<file path="src/rtl/spi_echo_slave.sv">
// Oversampled SPI mode-0 slave: echoes each received byte on MISO during the next byte
// and reports received bytes and a wrapping byte count, all in the CLK domain.
module spi_echo_slave #(
  parameter logic [7:0] RESET_BYTE  = 8'h3C,
  parameter logic       IDLE_MISO   = 1'b0,
  parameter int         COUNT_W     = 16,
  parameter int         SYNC_STAGES = 2
) (
  input  logic               CLK,
  input  logic               resetn,
  input  logic               spi_clk,
  input  logic               spi_mosi,
  input  logic               spi_cs,
  output logic               spi_miso,
  output logic [7:0]         rx_data,
  output logic               rx_valid,
  output logic [COUNT_W-1:0] byte_count,
  output logic               busy
);

  localparam int SL = SYNC_STAGES - 1;

  typedef enum logic [0:0] {
    ST_IDLE   = 1'b0,
    ST_ACTIVE = 1'b1
  } state_e;

  logic [SL:0]        sclk_sync_q, mosi_sync_q, cs_sync_q;
  logic               sclk_prev_q, cs_prev_q;
  logic               sclk_rise_q, sclk_fall_q, cs_rise_q, cs_fall_q, mosi_q;

  state_e             state_q;
  logic [2:0]         bit_cnt_q;
  logic [7:0]         rx_shift_q, tx_shift_q, tx_byte_q, rx_data_q;
  logic               valid_pend_q, rx_valid_q, miso_q, busy_q;
  logic [COUNT_W-1:0] byte_count_q;
  logic [7:0]         rx_byte_d;

  assign rx_byte_d = {rx_shift_q[6:0], mosi_q};

  // Synchronise the SPI pins and register edge pulses aligned with the sampled MOSI bit
  always_ff @(posedge CLK or negedge resetn) begin
    if (!resetn) begin
      sclk_sync_q <= '0;
      mosi_sync_q <= '0;
      cs_sync_q   <= '1;
      sclk_prev_q <= 1'b0;
      cs_prev_q   <= 1'b1;
      sclk_rise_q <= 1'b0;
      sclk_fall_q <= 1'b0;
      cs_rise_q   <= 1'b0;
      cs_fall_q   <= 1'b0;
      mosi_q      <= 1'b0;
    end else begin
      sclk_sync_q <= {sclk_sync_q[SL-1:0], spi_clk};
      mosi_sync_q <= {mosi_sync_q[SL-1:0], spi_mosi};
      cs_sync_q   <= {cs_sync_q[SL-1:0], spi_cs};
      sclk_prev_q <= sclk_sync_q[SL];
      cs_prev_q   <= cs_sync_q[SL];
      sclk_rise_q <= sclk_sync_q[SL] & ~sclk_prev_q;
      sclk_fall_q <= ~sclk_sync_q[SL] & sclk_prev_q;
      cs_rise_q   <= cs_sync_q[SL] & ~cs_prev_q;
      cs_fall_q   <= ~cs_sync_q[SL] & cs_prev_q;
      mosi_q      <= mosi_sync_q[SL];
    end
  end

  // Transfer FSM with registered outputs; a completed byte is published one cycle after capture
  always_ff @(posedge CLK or negedge resetn) begin
    if (!resetn) begin
      state_q      <= ST_IDLE;
      bit_cnt_q    <= 3'd0;
      rx_shift_q   <= 8'h00;
      tx_shift_q   <= 8'h00;
      tx_byte_q    <= RESET_BYTE;
      rx_data_q    <= 8'h00;
      valid_pend_q <= 1'b0;
      rx_valid_q   <= 1'b0;
      miso_q       <= IDLE_MISO;
      busy_q       <= 1'b0;
      byte_count_q <= '0;
    end else begin
      rx_valid_q   <= valid_pend_q;
      valid_pend_q <= 1'b0;
      if (valid_pend_q) begin
        rx_data_q    <= rx_shift_q;
        byte_count_q <= byte_count_q + {{(COUNT_W-1){1'b0}}, 1'b1};
      end
      case (state_q)
        ST_IDLE: begin
          miso_q <= IDLE_MISO;
          busy_q <= 1'b0;
          if (cs_fall_q) begin
            state_q    <= ST_ACTIVE;
            busy_q     <= 1'b1;
            bit_cnt_q  <= 3'd0;
            tx_shift_q <= tx_byte_q;
            miso_q     <= tx_byte_q[7];
          end
        end
        ST_ACTIVE: begin
          busy_q <= 1'b1;
          if (cs_rise_q) begin
            // Deselect wins over a coincident clock edge; a partial byte is dropped
            state_q   <= ST_IDLE;
            busy_q    <= 1'b0;
            miso_q    <= IDLE_MISO;
            bit_cnt_q <= 3'd0;
          end else if (sclk_rise_q) begin
            rx_shift_q <= rx_byte_d;
            if (bit_cnt_q == 3'd7) begin
              tx_byte_q    <= rx_byte_d;
              tx_shift_q   <= rx_byte_d;
              bit_cnt_q    <= 3'd0;
              valid_pend_q <= 1'b1;
            end else begin
              bit_cnt_q <= bit_cnt_q + 3'd1;
            end
          end else if (sclk_fall_q) begin
            // Right after a byte boundary the freshly loaded MSB is presented unshifted
            if (bit_cnt_q == 3'd0) begin
              miso_q <= tx_shift_q[7];
            end else begin
              miso_q     <= tx_shift_q[6];
              tx_shift_q <= {tx_shift_q[6:0], 1'b0};
            end
          end
        end
        default: begin
          state_q <= ST_IDLE;
          busy_q  <= 1'b0;
          miso_q  <= IDLE_MISO;
        end
      endcase
    end
  end

  assign spi_miso   = miso_q;
  assign rx_data    = rx_data_q;
  assign rx_valid   = rx_valid_q;
  assign byte_count = byte_count_q;
  assign busy       = busy_q;

endmodule

</file>
<file path="config.mk">
export PLATFORM = sky130hd
export DESIGN_NAME = spi_echo_slave
export DESIGN_NICKNAME = d
export VERILOG_FILES = /design/src/rtl/spi_echo_slave.sv
export SDC_FILE = /design/constraint.sdc
export NUM_CORES = 1
export LEC_CHECK = 0
export ABC_AREA = 0
export CORE_MARGIN = 10
export CORE_UTILIZATION = 30
export CTS_CLUSTER_DIAMETER = 100
export CTS_CLUSTER_SIZE = 28
export DETAILED_ROUTE_END_ITERATION = 8
export GPL_TIMING_DRIVEN = 0
export MAX_ROUTING_LAYER = met4
export PLACE_DENSITY = 0.53
export SLEW_MARGIN = 20
export SYNTH_ARGS = -nofsm -noshare
export SYNTH_HDL_FRONTEND = slang
export SYNTH_SLANG_ARGS = --single-unit
</file>
<file path="constraint.sdc">
create_clock -name CLK -period 2.3 [get_ports CLK]
set_input_delay 0.46 -clock CLK [delete_from_list [all_inputs] [get_ports CLK]]
set_output_delay 0.46 -clock CLK [all_outputs]
set_load 0.01 [all_outputs]
</file>
==> metrics.md <==
| Metric | Value |
|---|---|
| Status | completed |
| Part of the Yosys area used for sequential elements | 61.8% |
| Wire per inst | 14.0 µm |
| Worst Hold Class | flop to flop |
| Worst Tran Pin Value | 0.598 ns |
| Row cnt | 34 |
| Routed Antenna Nets | 0 |
| Peak Freq | 0.550 GHz |
| Drt pass-1 iters | 4 |
| FF+latch area | 1710 µm² |
| RSZ-0062 raised after global routing | no |
| Buf+Inv Stages, Crit Path | 1 |
| GPL Wtd Cong | 0.815 |
| CP Launch Type | flop |
| Cells along the critical path | clkdlybuf4s50_1 |
| Crit-path leading delay family | buffers and inverters |
| Compound-gate portion of the synthesized area | 3.75% |
| Power density over the cells | 870 nW/µm² |
| Vias in the first global route | 1749 |
| Wire length on met1 | 2460 µm |
| Synthesized area | 2770 µm² |
| Core area | 8850 µm² |
| Finished Layout Cells | 366 |
| Most frequent cells after synthesis | dfrtp_1, mux2_2, nor2_1 |
| Most frequent cell after synthesis | dfrtp_1 |
| Detailed Route WL | 5120 µm |
| Worst r2r path cells | 5 |
| Initial Utilization | 31.3% |
| Post-synth top area share | 55.1% |
| Area share of and/or/nand/nor cells after synthesis | 9.22% |
| CTS Buffer Depth | 2 |
| P_leak | 1.60 nW |
| Worst EP required | 1.84 ns |
| Die ar. | 13500 µm² |
| Largest net degree at the start of global routing | 49 |
| FF-to-FF End | tx_shift_q[1]$_DFFE_PN0P_ |
| Final HPWL DP | 3410 µm |
| Multi-input gate area | 1000 µm² |
| CTS tree | yes |
| Largest family of logic cells by synthesized area | multiplexers |
| Antenna Cells | 0 |
| IO Pins | 32 |
| Ys flop type | dfrtp_1 |
| Filler cells | 838 |
| Synth top area cells | dfrtp_1, mux2_2, dfstp_2 |
| FFs w/ async S/R, synth | 100% |
| Peak fanout along the critical path | 5 |
| Layout Nets | 262 |
| Cell variety after synth | 32 |
| CTS Sinks | 68 |
| Port Buffers | 31 |
| Post-CTS sizing | 0 |
| Slowest stage cell on the critical path | clkdlybuf4s50_1 |
| Total grt overflow | 0 |
| Worst-Skew Late Latency | 0.34 ns |
| Die W | 116 µm |
| Initial antenna violation count | 0 |
| CTS clk-pin slew, worst paths | 0.08 ns |
| Worst setup path start | byte_count[3]$_DFFE_PN0P_ |
| H-tree levels | 3 |
| Adder-Cell Fraction of Synth Area | 1.81% |
| Layout cells sized above 1 | 25.2% |
| Number of enable flip-flop cells after synthesis | 0 |
| CP max stage delay | 0.58 ns |
| Crit Path Class | flop to output pin |
| Seq cells post-synth | 68 |
| Peak VDD IR | 0.000266 V |
| Final Hold Viols | 0 |
| Critical Path End | byte_count[3] |
| Worst path depth | 1 |
| Setup_tns | 0 ns |
| Met3 routed WL | 239 µm |
| Tcrit/Tclk final | 79.1% |
| XOR/XNOR Fraction of Synth Area | 4.74% |
| Mean post-synth cell area | 13.2 µm² |
| Placed cell areas | 3240 µm² |
| Top Metal Used | met4 |
| Routed vias/inst | 4.53 |
| Worst Setup End Kind | output pin |
| Largest area contributor in the netlist | dfrtp_1 |
| Post-Place Cells | 349 |
| MaxCap Viol Count | 0 |
| Synthesized netlist net count | 218 |
| Residual DRC count | 0 |
| Final setup violation count | 0 |
| First-pass GRT wire length | 8630 µm |
| Layout Area Growth over Synthesis | 26.9% |
| Met2 routed WL | 2390 µm |
| R2R setup slack | 0.48 ns |
| Drt initial violations | 59 |
| R2R Path Start | bit_cnt_q[0]$_DFFE_PN0P_ |
| Final Instance Area | 3510 µm² |
| CTS Buf Count | 9 |
| Max-slew headroom | 60.1% |
| Global Route Usage Sum | 8.61% |
| Gate Count Post-Synth | 209 |
| Post-layout power | 3.06 mW |
| Die Y | 116 µm |
| CTS root buf | clkbuf_8 |
| Fin. max-slew vios | 0 |
| Vias | 1659 |
| Critical Path AT | 1.36 ns |
| Multiplexer share of the synthesized area | 16.7% |
| Period minus WS final | 1.82 ns |
| Synth warn | 0 |
| Clk_skew | 0.0126 ns |
[layout by cell type, fill, tap and decap left out, drive strengths merged, types with 2 or more instances in the layout]
cell type      netlist  final
dfrtp               61     61
mux2                33     33
clkdlybuf4s50        0     30
nor2                14     14
clkbuf               3     13
nand2               11     11
mux2i                9      9
xnor2                9      9
nor2b                7      7
a21oi                7      7
dfstp                7      7
buf                  5      7
xor2                 6      6
nand3                6      6
inv                  5      5
o21ai                5      5
ha                   4      4
bufinv               0      4
nand4                3      3
nand2b               2      2
and3                 2      2
[registers in the layout, summed over array words and instances (netlist names), 2 cells and up]
| register | cells |
|---|---|
| byte_count | 16 |
| tx_byte_q | 8 |
| tx_shift_q | 8 |
| mosi_sync_q | 2 |
| sclk_sync_q | 2 |
| bit_cnt_q | 3 |
| cs_sync_q | 2 |
| rx_data | 8 |
| rx_shift_q | 8 |
[per-stage QoR]
| step | setup slack [ns] | util [%] | hold WS (ns) |
|---|---|---|---|
| after floorplan | 0.615 | - | 0.164 |
| after global placement | -1.61 | 36.3 | 0.336 |
| after detailed placement | 0.472 | 36.6 | 0.335 |
| after CTS | 0.436 | 39.7 | 0.352 |
| after global routing | 0.356 | 39.7 | 0.355 |
| final | 0.481 | 39.7 | 0.349 |
[cells by family (layout without fill, tap and decap cells)]
kind of cell,Yosys count,in the layout
AOI/OAI and AO/OA,17,17
muxes,42,42
DFF,68,68
adders and majority gates,4,4
xor gates and xnor gates,15,15
and+or+nand+nor,50,50
buffers and inverters,13,62
[worst min path at each step]
stage,start,end,cells after the start
after floorplan,resetn,bit_cnt_q[0]$_DFFE_PN0P_,0
after global placement,mosi_sync_q[0]$_DFF_PN0_,mosi_sync_q[1]$_DFF_PN0_,0
after detailed placement,mosi_sync_q[1]$_DFF_PN0_,mosi_q$_DFF_PN0_,0
after CTS,mosi_sync_q[1]$_DFF_PN0_,mosi_q$_DFF_PN0_,0
after global routing,mosi_sync_q[0]$_DFF_PN0_,mosi_sync_q[1]$_DFF_PN0_,0
final,mosi_sync_q[0]$_DFF_PN0_,mosi_sync_q[1]$_DFF_PN0_,0
[cell type report]
cell class | count | area share [%]
Timing Repair Buffer | 33 | 9.83
Clock inverter | 6 | 3.88
Inverter | 5 | 0.534
Sequential cell | 68 | 48.7
Multi-Input combinational cell | 128 | 28.5
Buffer | 8 | 1.07
Clock buffer | 10 | 3.63
Tap cell | 108 | 3.85
[routing by layer]
layer	vias up	GRT usage (%)
li1	805	-
met1	819	10.8
met2	31	11.8
met3	4	3.26
met4	0	4.50
met5	-	-
[power by group]
group          internal, mW  switching (mW)  leakage [nW]
registers              1.33           0.103         0.888
clock network         0.832           0.455         0.127
logic                 0.183           0.154         0.588
total                  2.34           0.712          1.60
[timing repair]
| item | in CTS | in global routing |
|---|---|---|
| endpoints found under the hold margin | 17 | 0 |
| setup buffers | 0 | 0 |
| hold buffers | 1 | 0 |
Power figures use the tool's default switching activity.
